[src/rtl/gate_test_sequencer.sv]
// Self-test sequencer: walks every input vector onto a small combinational gate,
// waits a fixed settle time, and checks the sampled output against a truth table.
module gate_test_sequencer #(
   parameter int                    N_IN   = 2,
   parameter int                    SETTLE = 2,
   parameter logic [(1<<N_IN)-1:0]  EXPECT = 4'b1000
) (
   input  logic                   clk,
   input  logic                   rst,
   input  logic                   start,
   output logic [N_IN-1:0]        dut_in,
   input  logic                   dut_out,
   output logic                   busy,
   output logic                   done,
   output logic                   pass,
   output logic [N_IN:0]          fail_count,
   output logic [(1<<N_IN)-1:0]   fail_mask
);

   localparam int V  = 1 << N_IN;
   // Settle counter only needs to reach SETTLE-1.
   localparam int SW = (SETTLE > 1) ? $clog2(SETTLE) : 1;
   localparam logic [SW-1:0] SETTLE_LAST = SW'(SETTLE - 1);

   typedef enum logic [2:0] {
      S_IDLE,
      S_APPLY,
      S_SETTLE,
      S_SAMPLE,
      S_DONE
   } state_t;

   state_t              state_q, state_d;
   logic [N_IN-1:0]     vec_q, vec_d;
   logic [SW-1:0]       cnt_q, cnt_d;
   logic [N_IN-1:0]     dut_in_q, dut_in_d;
   logic                busy_q, busy_d;
   logic                done_q, done_d;
   logic                pass_q, pass_d;
   logic [N_IN:0]       fail_count_q, fail_count_d;
   logic [V-1:0]        fail_mask_q, fail_mask_d;
   logic                exp_bit;
   logic                mismatch;

   always_comb begin
      state_d      = state_q;
      vec_d        = vec_q;
      cnt_d        = cnt_q;
      dut_in_d     = dut_in_q;
      busy_d       = busy_q;
      done_d       = 1'b0;
      pass_d       = pass_q;
      fail_count_d = fail_count_q;
      fail_mask_d  = fail_mask_q;
      exp_bit      = EXPECT[vec_q];
      mismatch     = 1'b0;

      case (state_q)
         S_IDLE: begin
            if (start) begin
               state_d      = S_APPLY;
               busy_d       = 1'b1;
               pass_d       = 1'b0;
               fail_count_d = '0;
               fail_mask_d  = '0;
               vec_d        = '0;
            end
         end
         S_APPLY: begin
            dut_in_d = vec_q;
            cnt_d    = '0;
            state_d  = S_SETTLE;
         end
         S_SETTLE: begin
            if (cnt_q == SETTLE_LAST) begin
               state_d = S_SAMPLE;
            end else begin
               cnt_d = cnt_q + 1'b1;
            end
         end
         S_SAMPLE: begin
            // Case inequality so an X/Z gate output is flagged in simulation.
            mismatch = (dut_out !== exp_bit);
            if (mismatch) begin
               fail_count_d       = fail_count_q + 1'b1;
               fail_mask_d[vec_q] = 1'b1;
            end
            if (vec_q == {N_IN{1'b1}}) begin
               state_d = S_DONE;
            end else begin
               vec_d   = vec_q + 1'b1;
               state_d = S_APPLY;
            end
         end
         S_DONE: begin
            // fail_count_q already includes the last vector's result here.
            done_d  = 1'b1;
            busy_d  = 1'b0;
            pass_d  = (fail_count_q == '0);
            state_d = S_IDLE;
         end
         default: begin
            state_d = S_IDLE;
         end
      endcase
   end

   always_ff @(posedge clk or posedge rst) begin
      if (rst) begin
         state_q      <= S_IDLE;
         vec_q        <= '0;
         cnt_q        <= '0;
         dut_in_q     <= '0;
         busy_q       <= 1'b0;
         done_q       <= 1'b0;
         pass_q       <= 1'b0;
         fail_count_q <= '0;
         fail_mask_q  <= '0;
      end else begin
         state_q      <= state_d;
         vec_q        <= vec_d;
         cnt_q        <= cnt_d;
         dut_in_q     <= dut_in_d;
         busy_q       <= busy_d;
         done_q       <= done_d;
         pass_q       <= pass_d;
         fail_count_q <= fail_count_d;
         fail_mask_q  <= fail_mask_d;
      end
   end

   assign dut_in     = dut_in_q;
   assign busy       = busy_q;
   assign done       = done_q;
   assign pass       = pass_q;
   assign fail_count = fail_count_q;
   assign fail_mask  = fail_mask_q;

endmodule

[config.mk]
export PLATFORM = sky130hd
export DESIGN_NAME = gate_test_sequencer
export DESIGN_NICKNAME = d
export VERILOG_FILES = /design/src/rtl/gate_test_sequencer.sv
export SDC_FILE = /design/constraint.sdc
export NUM_CORES = 1
export LEC_CHECK = 0
export ABC_AREA = 1
export BUFFER_PORTS_ARGS = -buffer_cell sky130_fd_sc_hd__buf_4
export CAP_MARGIN = 20
export CORE_MARGIN = 2
export CORE_UTILIZATION = 57
export DETAILED_ROUTE_END_ITERATION = 10
export GPL_ROUTABILITY_DRIVEN = 1
export PLACE_DENSITY = 0.81
export SYNTH_ARGS = -nofsm -noshare
export SYNTH_HDL_FRONTEND = slang
export SYNTH_SLANG_ARGS = --single-unit
[constraint.sdc]
create_clock -name clk -period 2.85 [get_ports clk]
set_input_delay 0 -clock clk [delete_from_list [all_inputs] [get_ports clk]]
set_output_delay 0 -clock clk [all_outputs]
set_load 0.01 [all_outputs]
==> Word level (Yosys, flattened, before mapping) <==
Index checks and enable logic that the tools add are counted.
{ "word_totals": {"memories": 0, "output_inout_bits": 12, "in_bits": 4, "romBits": 0, "reg_bits": 18, "mem_bits_rw": 0, "latch_bits": 0} }
{ "classes": {"n_div": 0, "bitwise": 1, "add_sub_neg": 3, "n_lt_le_gt_ge": 2, "reduce_logical": 10, "n_shift": 0, "mul": 0, "n_mux": 24, "eq_ne": 10} }
{ "ops": {"columns": ["op", "n"], "rows": [
  ["3-bit two-way mux", 5],
  ["3-bit one-hot mux with 4 select lines", 1],
  ["4-bit two-way mux", 2],
  ["2-bit != test (second input constant)", 4],
  ["4-bit one-hot mux with 2 select lines", 1],
  ["3-bit by 2-bit equality test with 1-bit output (second input constant)", 2],
  ["3-bit logical NOT", 2],
  ["1-bit two-way mux", 6],
  ["1-bit one-hot mux with 2 select lines", 3],
  ["3-bit one-hot mux with 2 select lines", 1],
  ["3-bit AND reduction", 2],
  ["2-bit nonzero test", 3],
  ["2-bit two-way mux", 2],
  ["4-bit bitwise OR", 1],
  ["2-bit one-hot mux with 2 select lines", 1],
  ["2-bit AND reduction", 2],
  ["3-bit by 1-bit adder with 3-bit output (second input constant)", 1],
  ["3-bit by 1-bit equality test with 1-bit output (second input constant)", 1],
  ["3-bit equality test (second input constant)", 1],
  ["2-bit by 3-bit < comparator with 1-bit output (second input constant)", 1],
  ["2-bit by 1-bit adder with 2-bit output (second input constant)", 1],
  ["1-bit binary-select mux with 2-bit select", 1],
  ["1-bit demux with 2-bit select", 1],
  ["2-bit equality test (second input constant)", 1],
  ["other kinds (4)", 4]
]} }

==> Longest topological paths before layout <==
Gate-level depths: netlist of the first run.
{ "logic_depth": {"ltp_word": 7, "ltp_mapped": 8, "depth_no_buf": 8} }

==> Least setup slack after synthesis of the first run <==
No wires, ideal clock.
{ "synth_path": {"kind": "register -> register", "start": "reg vec_q[0]", "end": "reg fail_count_q[2], in the netlist fail_count[2]", "synth_period_minus_slack_ns": 1.184, "setup_slack_ns": 1.666, "path_stages_with_launch": 9, "required_time_ns": 2.785, "arrival_ns": 1.118, "setup_ns": 0.065, "path_cell_list": "dfrtp_1 > ha_1 > inv_2 > nand2_1 > nand2_1 > nand2_2 > nand2_4 > nand2_1 > nand2_1"} }
{ "synth_between": {"elab_chain_len": 5} }
{ "synth_rtl": {"columns": ["element", "line_no", "text"], "rows": [
  ["start, declared", "34", "logic [N_IN-1:0] vec_q, vec_d;"],
  ["start signal, assigned", "121", "vec_q <= vec_d;"],
  ["1-bit binary-select mux with 2-bit select", "55", "exp_bit = EXPECT[vec_q];"],
  ["1-bit two-way mux (not written as such)", "55", null],
  ["1-bit !== test", "83", "mismatch = (dut_out !== exp_bit);"],
  ["2-bit != test (no line)", null, null],
  ["3-bit AND reduction (no line)", null, null],
  ["end signal, assigned", "127", "fail_count_q <= fail_count_d;"],
  ["end, declared", "40", "logic [N_IN:0] fail_count_q, fail_count_d;"]
]} }
No other way between the ends. The select of a mux whose other input is x is not followed.
A chain may end at the register's enable or synchronous reset.

==> Worst setup path in the final report of the first run <==
{ "layout_path": {"start": "reg vec_q[0]", "end": "reg fail_mask_q[1], in the netlist fail_mask[1]"} }
{ "layout_between": {"elab_chain_len": 7, "word_cells_on_any_way": 13, "classes_between": "order compare: 2; eq/ne: 2; mux: 6; bitwise: 1; reduce/logical: 2"} }
{ "layout_rtl": {"columns": ["element", "line_no", "text"], "rows": [
  ["2-bit by 3-bit < comparator with 1-bit output (not written as such) or 2-bit by 1-bit greater-or-equal comparator with 1-bit output (tied branches)", "86", "fail_mask_d[vec_q] = 1'b1;"],
  ["1-bit logical AND (not written as such)", "86", null],
  ["1-bit two-way mux (not written as such)", "86", null],
  ["1-bit demux with 2-bit select", "86", null],
  ["4-bit bitwise OR (no line)", null, null],
  ["4-bit two-way mux", "84", "if (mismatch) begin"],
  ["4-bit one-hot mux with 2 select lines", "58", "case (state_q)"],
  ["end signal, assigned", "128", "fail_mask_q <= fail_mask_d;"],
  ["end, declared", "41", "logic [V-1:0] fail_mask_q, fail_mask_d;"]
]} }
Several ways; a longest one is shown, not always the timed one. The select of a mux whose other input is x is not followed.

==> reports/qor.csv, run 1 <==
stage,metric,value,unit
grt,grt_pass1_vias,658,
grt,grt_use_total,19.8,%
critical_path,path_max_fanout,7,
grt,grt_pass1_wl,2800,µm
drt,drtPass1Iterations,4,
timing,clock_skew,3.90,ps
logic_synthesis,seq_area_frac_synth,49.6,%
logic_synthesis,synth_top_area_share,49.6,%
cells_and_area,drive_gt1_share,20.3,%
cells_and_area,nNetsFinal,144,
timing,timing.slew.headroom,55.5,%
cells_and_area,final_common_cell,nand2_1,
clock_tree,clk_pin_slew_worst_paths,100,ps
drt,drc_errors,0,
drt,drt-initial-drc-count,15,
cells_and_area,diodes,0,
die,core-area,0.00151,mm²
critical_path,start_kind,flip-flop,
die,ios,16,
drt,finalWirelength,1620,µm
timing,tightest_slew,667,ps
timing,fmaxAchievable,0.750,GHz
worst_hold_path,min_to,busy,
worst_hold_path,hold_depth,3,
critical_path,r2r_end,fail_mask[1],
critical_path,r2r_slack,1520,ps
grt,grt_max_degree,19,
timing,finalHoldViolCount,0,
placed_design,pre_cts_ws,1530,ps
die,die_area,0.00193,mm²
run,maxCapViolCount,0,
timing,rsz0062_at_grt,false,
logic_synthesis,syn_avg_cell_area,8.04,µm²
critical_path,cp.arrival,1570,ps
die,die_h,43.9,µm
drt,wire_per_inst,10.9,µm
logic_synthesis,synthesis.nets,123,
drt,ant_nets,0,
logic_synthesis,ys_types,14,
drt,via_count,721,
timing,setup_viol,0,
clock_tree,cts_root_buffer,clkbuf_4,
grt,grt-ovfl-total,0,
clock_tree,insertion_delay,300,ps
critical_path,startpoint,vec_q[0],
pwr,ir_drop,0.000568,V
critical_path,r2r.worst_path.cells,8,
logic_synthesis,synth_cells,113,
logic_synthesis,ys_seq_elements,18,
clock_tree,clockBufferDepth,2,
pwr,power_leakage,0.631,nW
drt,vias_per_cell,4.84,
timing,fin_crit,1330,ps
cells_and_area,area_growth,19.7,%
logic_synthesis,yosys-top-cells-area,"dfrtp_1, nand2_1, ha_1",
die,rows,14,
critical_path,worstSetupPathType,reg2reg,
placed_design,port-buffer-count,15,
placed_design,dp_hpwl,1200,µm
cells_and_area,mostFrequentLayoutCells,"nand2_1, dfrtp_1, buf_4",
critical_path,cp-end-kind,flip-flop,
timing,fin_ws,1520,ps
worst_hold_path,hold_start,start,
pwr,power,0.00109,W
clock_tree,htree_num_levels,1,
die,die_x,43.9,µm
run_status,outcome,"finished, final reports clean",
logic_synthesis,synth_top_area_cell,dfrtp_1,
logic_synthesis,synth_area,908,µm²
critical_path,required,3090,ps
pwr,p_per_area,1000,mW/mm²
die,start_util,60.3,%
timing,finalMaxSlewViolations,0,
clock_tree,postCtsSetupRepairBufs,0,
clock_tree,tritoncts,done,
logic_synthesis,yosys_warnings,0,
worst_hold_path,hp-class,in2reg,
placed_design,gp_routability_congestion,0.784,
clock_tree,cts_sinks,18,
timing,tns,0,ps
grt,grt_antenna_before_repair,0,
clock_tree,cts_buffers,3,
critical_path,worstReg2RegStart,vec_q[0],
clock_tree,ctsResizeCount,0,
timing,period_share,46.8,%
kinds of logic after synthesis:
group / Yosys count / share of synthesized area [%]
AOI/OAI and AO/OA: 4 / 2.20
adders and majority gates: 6 / 8.26
buffers and inverters: 16 / 6.61
DFF: 18 / 49.6
and+or+nand+nor: 69 / 33.3
metrics by stage:
stage               instances  hold WS, ps  area [µm²]  utilization [%]
finish                    149         25.8        1090             72.2
global route              149         69.6        1090             72.2
CTS                       149         27.6        1090             72.2
detailed placement        144          145        1040             69.1
global placement          144          141        1040             69.1
floorplan                 113        -61.4         908                -
flip-flops by register name, summed over array words and instances, names as in the netlist:
name	flops
busy	1
cnt_q	1
done	1
dut_in	2
fail_count	3
fail_mask	4
pass	1
state_q	3
vec_q	2
synthesized netlist by cell type:
cell type / n
nand2_1: 39
dfrtp_1: 18
nor2_1: 14
inv_1: 12
nand3_1: 10
ha_1: 6
inv_2: 4
o21ai_1: 3
nand2_2: 2
nand2_4: 1
nand3_4: 1
nand3b_1: 1
nor3_1: 1
o21ai_0: 1
power by group:
group / leakage [nW] / total [W] / switching (W) / internal, W
registers: 0.235 / 0.000437 / 0.0000877 / 0.000349
logic: 0.375 / 0.000494 / 0.000295 / 0.000199
clock network: 0.0210 / 0.000158 / 0.0000796 / 0.0000780
total: 0.631 / 0.00109 / 0.000463 / 0.000625
worst max path at each step:
stage,depth (start not counted),slack (ps),endpoint
floorplan,8,1670,fail_count[2]
global placement,8,1610,fail_mask[3]
detailed placement,8,1530,fail_mask[1]
CTS,8,1510,fail_mask[1]
global route,8,1380,fail_mask[1]
finish,8,1520,fail_mask[1]
per-layer routing:
metal  up-vias  part of all wire [%]  track usage [%]
li1        385                     -                -
met5         -                     0                0
met4         0                   2.5             10.9
met1       318                    47             27.0
met3         5                   3.3             2.50
met2        13                    47             30.6
area by class of cell:
cell class / count / area, µm²
Fill cell: 130 / 419
Sequential cell: 18 / 450
Inverter: 16 / 60.1
Tap cell: 16 / 20.0
Timing Repair Buffer: 16 / 123
Clock buffer: 4 / 36.3
Multi-Input combinational cell: 79 / 398
critical path, cell delays in order (launching register included):
cell and delay [ps]:
dfrtp_1 430, ha_1 260, inv_2 100, nand2_1 50, nand2_1 80, nand2_2 120, nand2_4 130, nand2_1 60
nand2_1 60
repair_timing:
action,in CTS,in global routing
hold buffers,1,0
endpoints found under the setup margin,0,0
hold endpoints to repair,18,0
(Power assumes the default switching activity.)
==> run 2: changes to the inputs <==
--- a/config.mk
+++ b/config.mk
@@ -9,10 +9,10 @@
 export BUFFER_PORTS_ARGS = -buffer_cell sky130_fd_sc_hd__buf_4
 export CAP_MARGIN = 20
 export CORE_MARGIN = 2
-export CORE_UTILIZATION = 57
+export CORE_UTILIZATION = 53
 export DETAILED_ROUTE_END_ITERATION = 10
 export GPL_ROUTABILITY_DRIVEN = 1
-export PLACE_DENSITY = 0.81
+export PLACE_DENSITY = 0.76
 export SYNTH_ARGS = -nofsm -noshare
 export SYNTH_HDL_FRONTEND = slang
 export SYNTH_SLANG_ARGS = --single-unit
==> constraint.sdc (replaced) <==
create_clock -name clk -period 1.3 [get_ports clk]
set_input_delay 0 -clock clk [delete_from_list [all_inputs] [get_ports clk]]
set_output_delay 0 -clock clk [all_outputs]
set_load 0.01 [all_outputs]
==> run 2 against run 1 <==
Net effect: sequential power grew 120%; die area up 6.9%; cell area grew 3.5%; first-iteration DRC count down 27%; cell count is 2.0% higher; count of clock-buffer cells in the layout fell by 1; setup slack worse by 1400 ps; global-route usage fell by 0.39 points; worst hold slack worse by 5.1 ps; routed wire length increased by 7.1%.
==> reports/qor.csv, run 2 (synthesis gave the netlist of run 1 again) <==
stage,metric,value,unit,change
drt,via_count,738,,+2.4%
critical_path,worstReg2RegStart,vec_q[0],,
critical_path,startpoint,vec_q[0],,
timing,whs,20.7,ps,-5.06 ps
grt,grt_use_total,19.4,%,-0.39 points
clock_tree,clk_pin_slew_worst_paths,100,ps,about the same
grt,grt_use_met2,30.4,%,-0.17 points
cells_and_area,diodes,0,,unchanged
drt,vias_per_cell,4.86,,+0.34%
placed_design,port-buffer-count,15,,unchanged
timing,setup_viol,0,,unchanged
placed_design,dpl.cell_count,147,,+2.1%
run,maxCapViolCount,0,,unchanged
worst_hold_path,hold_depth,3,,unchanged
pwr,power_leakage,0.649,nW,+2.9%
cells_and_area,drive_gt1_share,25.0,%,+4.7 points
die,start_util,58.3,%,-2.0 points
timing,finalHoldViolCount,0,,unchanged
grt,grt_max_degree,19,,unchanged
grt,grt.busiest_layer,met2,,
clock_tree,htree_num_levels,1,,unchanged
timing,fmaxAchievable,0.822,GHz,+9.6%
drt,drc_errors,0,,unchanged
drt,wire_per_inst,11.4,µm,+5.0%
timing,period_share,93.6,%,+47 points
critical_path,r2r_end,fail_mask[2],,
critical_path,cp.arrival,1400,ps,-170 ps
cells_and_area,final_common_cell,nand2_1,,
critical_path,cp-endpoint,fail_mask[2],,
clock_tree,cts_sinks,18,,unchanged
grt,grt_pass1_vias,672,,+2.1%
grt,grt_antenna_before_repair,0,,unchanged
cells_and_area,fin_cells,152,,+2.0%
run_status,outcome,"finished, final reports clean",,
clock_tree,cts_buffers,3,,unchanged
clock_tree,insertion_delay,280,ps,-20 ps
timing,fin_crit,1220,ps,-117 ps
clock_tree,tritoncts,done,,
critical_path,r2r_slack,80,ps,-1430 ps
grt,grt_pass1_wl,2840,µm,+1.2%
pwr,ir_drop,0.00143,V,+150%
drt,finalWirelength,1730,µm,+7.1%
critical_path,worstSetupPathType,reg2reg,,
placed_design,gp_routability_congestion,0.833,,+6.2%
critical_path,required,1480,ps,-1610 ps
worst_hold_path,hp-class,in2reg,,
die,die_x,45.4,µm,+3.4%
critical_path,r2r.worst_path.cells,8,,unchanged
timing,tightest_slew,320,ps,-347 ps
placed_design,dp_hpwl,1280,µm,+6.4%
grt,use_met3,2.38,%,-0.12 points
timing,fin_ws,83.6,ps,-1430 ps
placed_design,pre_cts_ws,18.1,ps,-1510 ps
die,core-area,0.00156,mm²,+3.5%
pwr,p_per_area,2160,mW/mm²,+120%
timing,finalMaxSlewViolations,0,,unchanged
timing,timing.slew.headroom,78.5,%,+23 points
clock_tree,clockBufferDepth,2,,unchanged
clock_tree,cts_root_buffer,clkbuf_4,,
die,die_h,45.4,µm,+3.4%
grt,grt-ovfl-total,0,,unchanged
drt,drt-initial-drc-count,11,,-4
timing,clock_skew,1.78,ps,-2.12 ps
cells_and_area,area_growth,23.8,%,
cells_and_area,mostFrequentLayoutCells,"nand2_1, buf_4, dfrtp_1",,
die,ios,16,,unchanged
timing,tns,0,ps,unchanged
drt,drtPass1Iterations,4,,unchanged
cells_and_area,nNetsFinal,148,,+2.8%
critical_path,start_kind,flip-flop,,
grt,met1_usage,26.0,%,-1.0 points
critical_path,path_max_fanout,7,,unchanged
drt,ant_nets,0,,unchanged
cells_and_area,finalCoreUtilization,72.2,%,about the same
cells_and_area,largest_register_ffs,4,,unchanged
critical_path,cp-end-kind,flip-flop,,
die,rows,14,,unchanged
die,die_area,0.00206,mm²,+6.9%
## run 2: what timing repair did
action,in CTS,in global routing
hold endpoints to repair,18,0
buffers inserted,0,1
endpoints found under the setup margin,0,9
resized for setup,0,6
hold buffers,1,0
## run 2: final cells by class
cell class | instances | area (µm²)
multi-input cells | 79 | 418
fillers | 136 | 434
inverters | 16 | 60.1
clock buffers | 3 | 22.5
well taps | 16 | 20.0
repair buffers | 20 | 153
flip-flops and latches | 18 | 452
## run 2: report_power, final
group / switching, W / internal (W) / total [W] / leakage (nW)
logic: 0.000707 / 0.000495 / 0.00120 / 0.401
registers: 0.000191 / 0.000769 / 0.000960 / 0.234
clock network: 0.000159 / 0.000108 / 0.000266 / 0.0138
total: 0.00106 / 0.00137 / 0.00243 / 0.649
## run 2: layer usage
layer,part of all wire (%),vias up
met4,0.52,0
met1,47,337
met3,2.8,2
met5,0,-
li1,-,390
met2,50,9
## run 2: how the worst min path moves through the flow
| stage | start | end | slack (ps) |
|---|---|---|---|
| finish | start | busy | 20 |
| global placement | rst | done | 30 |
| CTS | start | busy | 20 |
| detailed placement | rst | done | 40 |
| floorplan | rst | busy | -60 |
| global route | start | busy | 30 |
## run 2: stage by stage
stage / cell area (µm²) / power [W]
after detailed placement: 1060 / 0.00209
after floorplan: 908 / 0.00168
final: 1120 / 0.00243
after CTS: 1100 / 0.00237
after global routing: 1120 / 0.00264
after global placement: 1060 / 0.00205
## run 2: worst max-delay path, stage by stage, from the launching register on
cell,delay (ps)
dfrtp_1,390
ha_2,220
inv_2,40
nand2_1,50
nand2_1,90
nand2_4,120
nand2_4,80
nand2_1,60
nand2_1,50
==> run 3: changes to the inputs <==
--- a/config.mk
+++ b/config.mk
@@ -13,6 +13,7 @@
 export DETAILED_ROUTE_END_ITERATION = 10
 export GPL_ROUTABILITY_DRIVEN = 1
 export PLACE_DENSITY = 0.76
+export SETUP_SLACK_MARGIN = 0.4
 export SYNTH_ARGS = -nofsm -noshare
 export SYNTH_HDL_FRONTEND = slang
 export SYNTH_SLANG_ARGS = --single-unit
==> run 3 against run 2 <==
Net effect: the run now ends with negative hold slack left; global-route usage rose by 3.3 points; critical path type unchanged; critical endpoint is now vec_q[1]; cell count up 5.9%; setup slack got worse by 32 ps; clock power increased by 11%; routed wire length increased by 33%; critical path depth decreased by 1; die area did not move; sequential share of layout area fell by 6.1 points; flip-flop and latch count is the same; largest power group unchanged.
==> reports/qor.csv, run 3 (synthesis gave the netlist of run 1 again) <==
stage,metric,value,unit,change
pwr,comb_power_share,56.4,%,+6.9 points
drt,drc_errors,0,,unchanged
die,ios,16,,unchanged
cells_and_area,largest_register_ffs,4,,unchanged
die,core-area,0.00156,mm²,unchanged
grt,grt_pass1_wl,3330,µm,+17%
clock_tree,insertion_delay,300,ps,+20 ps
clock_tree,htree_num_levels,1,,unchanged
grt,grt_pass1_vias,764,,+14%
clock_tree,cts_buffers,3,,unchanged
placed_design,dp_hpwl,1270,µm,-0.99%
clock_tree,cts_root_buffer,clkbuf_4,,
cells_and_area,drive_gt1_share,43.4,%,+18 points
critical_path,required,1540,ps,+60 ps
cells_and_area,final_common_cell,nand2_1,,
pwr,p_per_area,2250,mW/mm²,+4.1%
pwr,ir_drop,0.00146,V,+1.9%
timing,fin_crit,1250,ps,+32.4 ps
grt,grt_antenna_before_repair,0,,unchanged
drt,wire_per_inst,14.3,µm,+25%
critical_path,path_max_fanout,8,,+1
cells_and_area,nNetsFinal,156,,+5.4%
timing,clock_skew,4.45,ps,+2.67 ps
critical_path,crit_top_cell,nand2_1,,
die,die_h,45.4,µm,unchanged
clock_tree,tritoncts,done,,
clock_tree,cts_sinks,18,,unchanged
timing,tns,0,ps,unchanged
cells_and_area,fillers,81,,-40%
grt,grt_max_degree,11,,-8
drt,vias_per_cell,5.42,,+12%
clock_tree,clockBufferDepth,2,,unchanged
critical_path,cp-end-kind,flip-flop,,
die,die_area,0.00206,mm²,unchanged
clock_tree,clk_pin_slew_worst_paths,100,ps,about the same
cells_and_area,area_growth,47.0,%,
timing,whs,-7.08,ps,-27.8 ps
timing,finalMaxSlewViolations,0,,unchanged
timing,tightest_slew,352,ps,+32.1 ps
cells_and_area,diodes,0,,unchanged
critical_path,path_cells,inv_4 -> nand3_4 -> inv_4 -> nand2_1 -> nand2_1 -> nand2_1 -> nand2_1,,
cells_and_area,finalCoreUtilization,85.6,%,+13 points
grt,grt_use_total,22.7,%,+3.3 points
run_status,violations,negative hold slack,,
placed_design,port-buffer-count,15,,unchanged
die,die_x,45.4,µm,unchanged
run,maxCapViolCount,0,,unchanged
pwr,power_leakage,0.709,nW,+9.3%
timing,finalHoldViolCount,1,,+1
pwr,switching_share,45.1,%,+1.6 points
pwr,p_int,0.00165,W,+20%
drt,drt-initial-drc-count,25,,+14
timing,period_share,96.1,%,+2.5 points
grt,grt-ovfl-total,0,,unchanged
drt,ant_nets,0,,unchanged
drt,via_count,873,,+18%
cells_and_area,mostFrequentLayoutCells,"nand2_1, buf_4, dfrtp_1",,
drt,drtPass1Iterations,8,,+4
timing,fmaxAchievable,0.801,GHz,-2.6%
critical_path,worstSetupPathType,reg2reg,,
die,rows,14,,unchanged
critical_path,crit_slowest_cell,dfrtp_2,,
pwr,p_seq_share,33.8,%,-5.7 points
worst_hold_path,hp-class,in2reg,,
pwr,power.switching,0.00135,W,+28%
critical_path,start_kind,flip-flop,,
placed_design,gp_routability_congestion,0.824,,-1.2%
die,start_util,58.3,%,unchanged
timing,rsz0062_at_grt,true,,
timing,timing.slew.headroom,76.5,%,-2.0 points
critical_path,cp.arrival,1490,ps,+90 ps
run_status,outcome,"finished, violations left",,
pwr,clockPowerShare,9.8,%,-1.2 points
drt,finalWirelength,2300,µm,+33%
timing,setup_viol,0,,unchanged
critical_path,max_stage_delay,470,ps,+80 ps
==> run 3: power groups by stage <==
| stage | registers (W) | logic, W | clock network, W |
|---|---|---|---|
| global route | 0.00104 | 0.00186 | 0.000321 |
| global placement | 0.000966 | 0.00109 | 0 |
| detailed placement | 0.000979 | 0.00111 | 0 |
| floorplan | 0.00101 | 0.000709 | 0 |
| finish | 0.00101 | 0.00169 | 0.000294 |
| CTS | 0.000962 | 0.00133 | 0.000290 |
==> run 3: critical path: cells and delay by family, from the launching register on <==
| kind | cells | cell delay, ps |
|---|---|---|
| AND/OR/NAND/NOR | 5 | 490 |
| flip-flops | 1 | 470 |
| buffers and inverters | 2 | 230 |
==> run 3: through the flow <==
stage	total power, W	std cells	setup slack, ps	instance area, µm²
3_3_place_gp	0.00206	145	106	1070
6_report	0.00300	161	51.2	1340
5_1_grt	0.00322	161	2.80	1340
4_1_cts	0.00258	157	108	1200
3_5_place_dp	0.00209	145	33.1	1070
2_1_floorplan	0.00171	113	165	927
==> run 3: worst paths after layout <==
kind | slack (ps) | cells past startpoint | to | from
max | 50 | 7 | vec_q[1] | state_q[2]
min | -7 | 3 | busy | start
max reg2reg | 50 | 7 | vec_q[1] | state_q[2]
min reg2reg | 490 | 2 | busy | busy
max in group asynchronous | 630 | 4 | vec_q[0] | rst
min in group asynchronous | 210 | 3 | busy | rst
==> run 3: timing repair <==
action	4_1_cts	5_1_grt
endpoints found under the setup margin	17	19
hold buffers	1	0
setup buffers	7	4
gates resized for setup	12	29
hold endpoints to repair	11	0
pin swaps	4	9
==> run 3: final cells by class <==
| class | instances | area [µm²] | area share, % |
|---|---|---|---|
| multi-input cells | 79 | 528 | 39.6 |
| flip-flops and latches | 18 | 454 | 34.0 |
| repair buffers | 28 | 231 | 17.3 |
| inverters | 16 | 75.1 | 5.62 |
| clock buffers | 4 | 26.3 | 1.97 |
| well taps | 16 | 20.0 | 1.50 |
==> run 3: routing by layer <==
metal | routed length, µm | track usage [%] | vias to the layer above
met4 | 71 | 11.2 | 0
met1 | 929 | 31.1 | 409
li1 | - | - | 415
met2 | 1180 | 34.1 | 38
met5 | 0 | 0 | -
met3 | 117 | 4.76 | 11
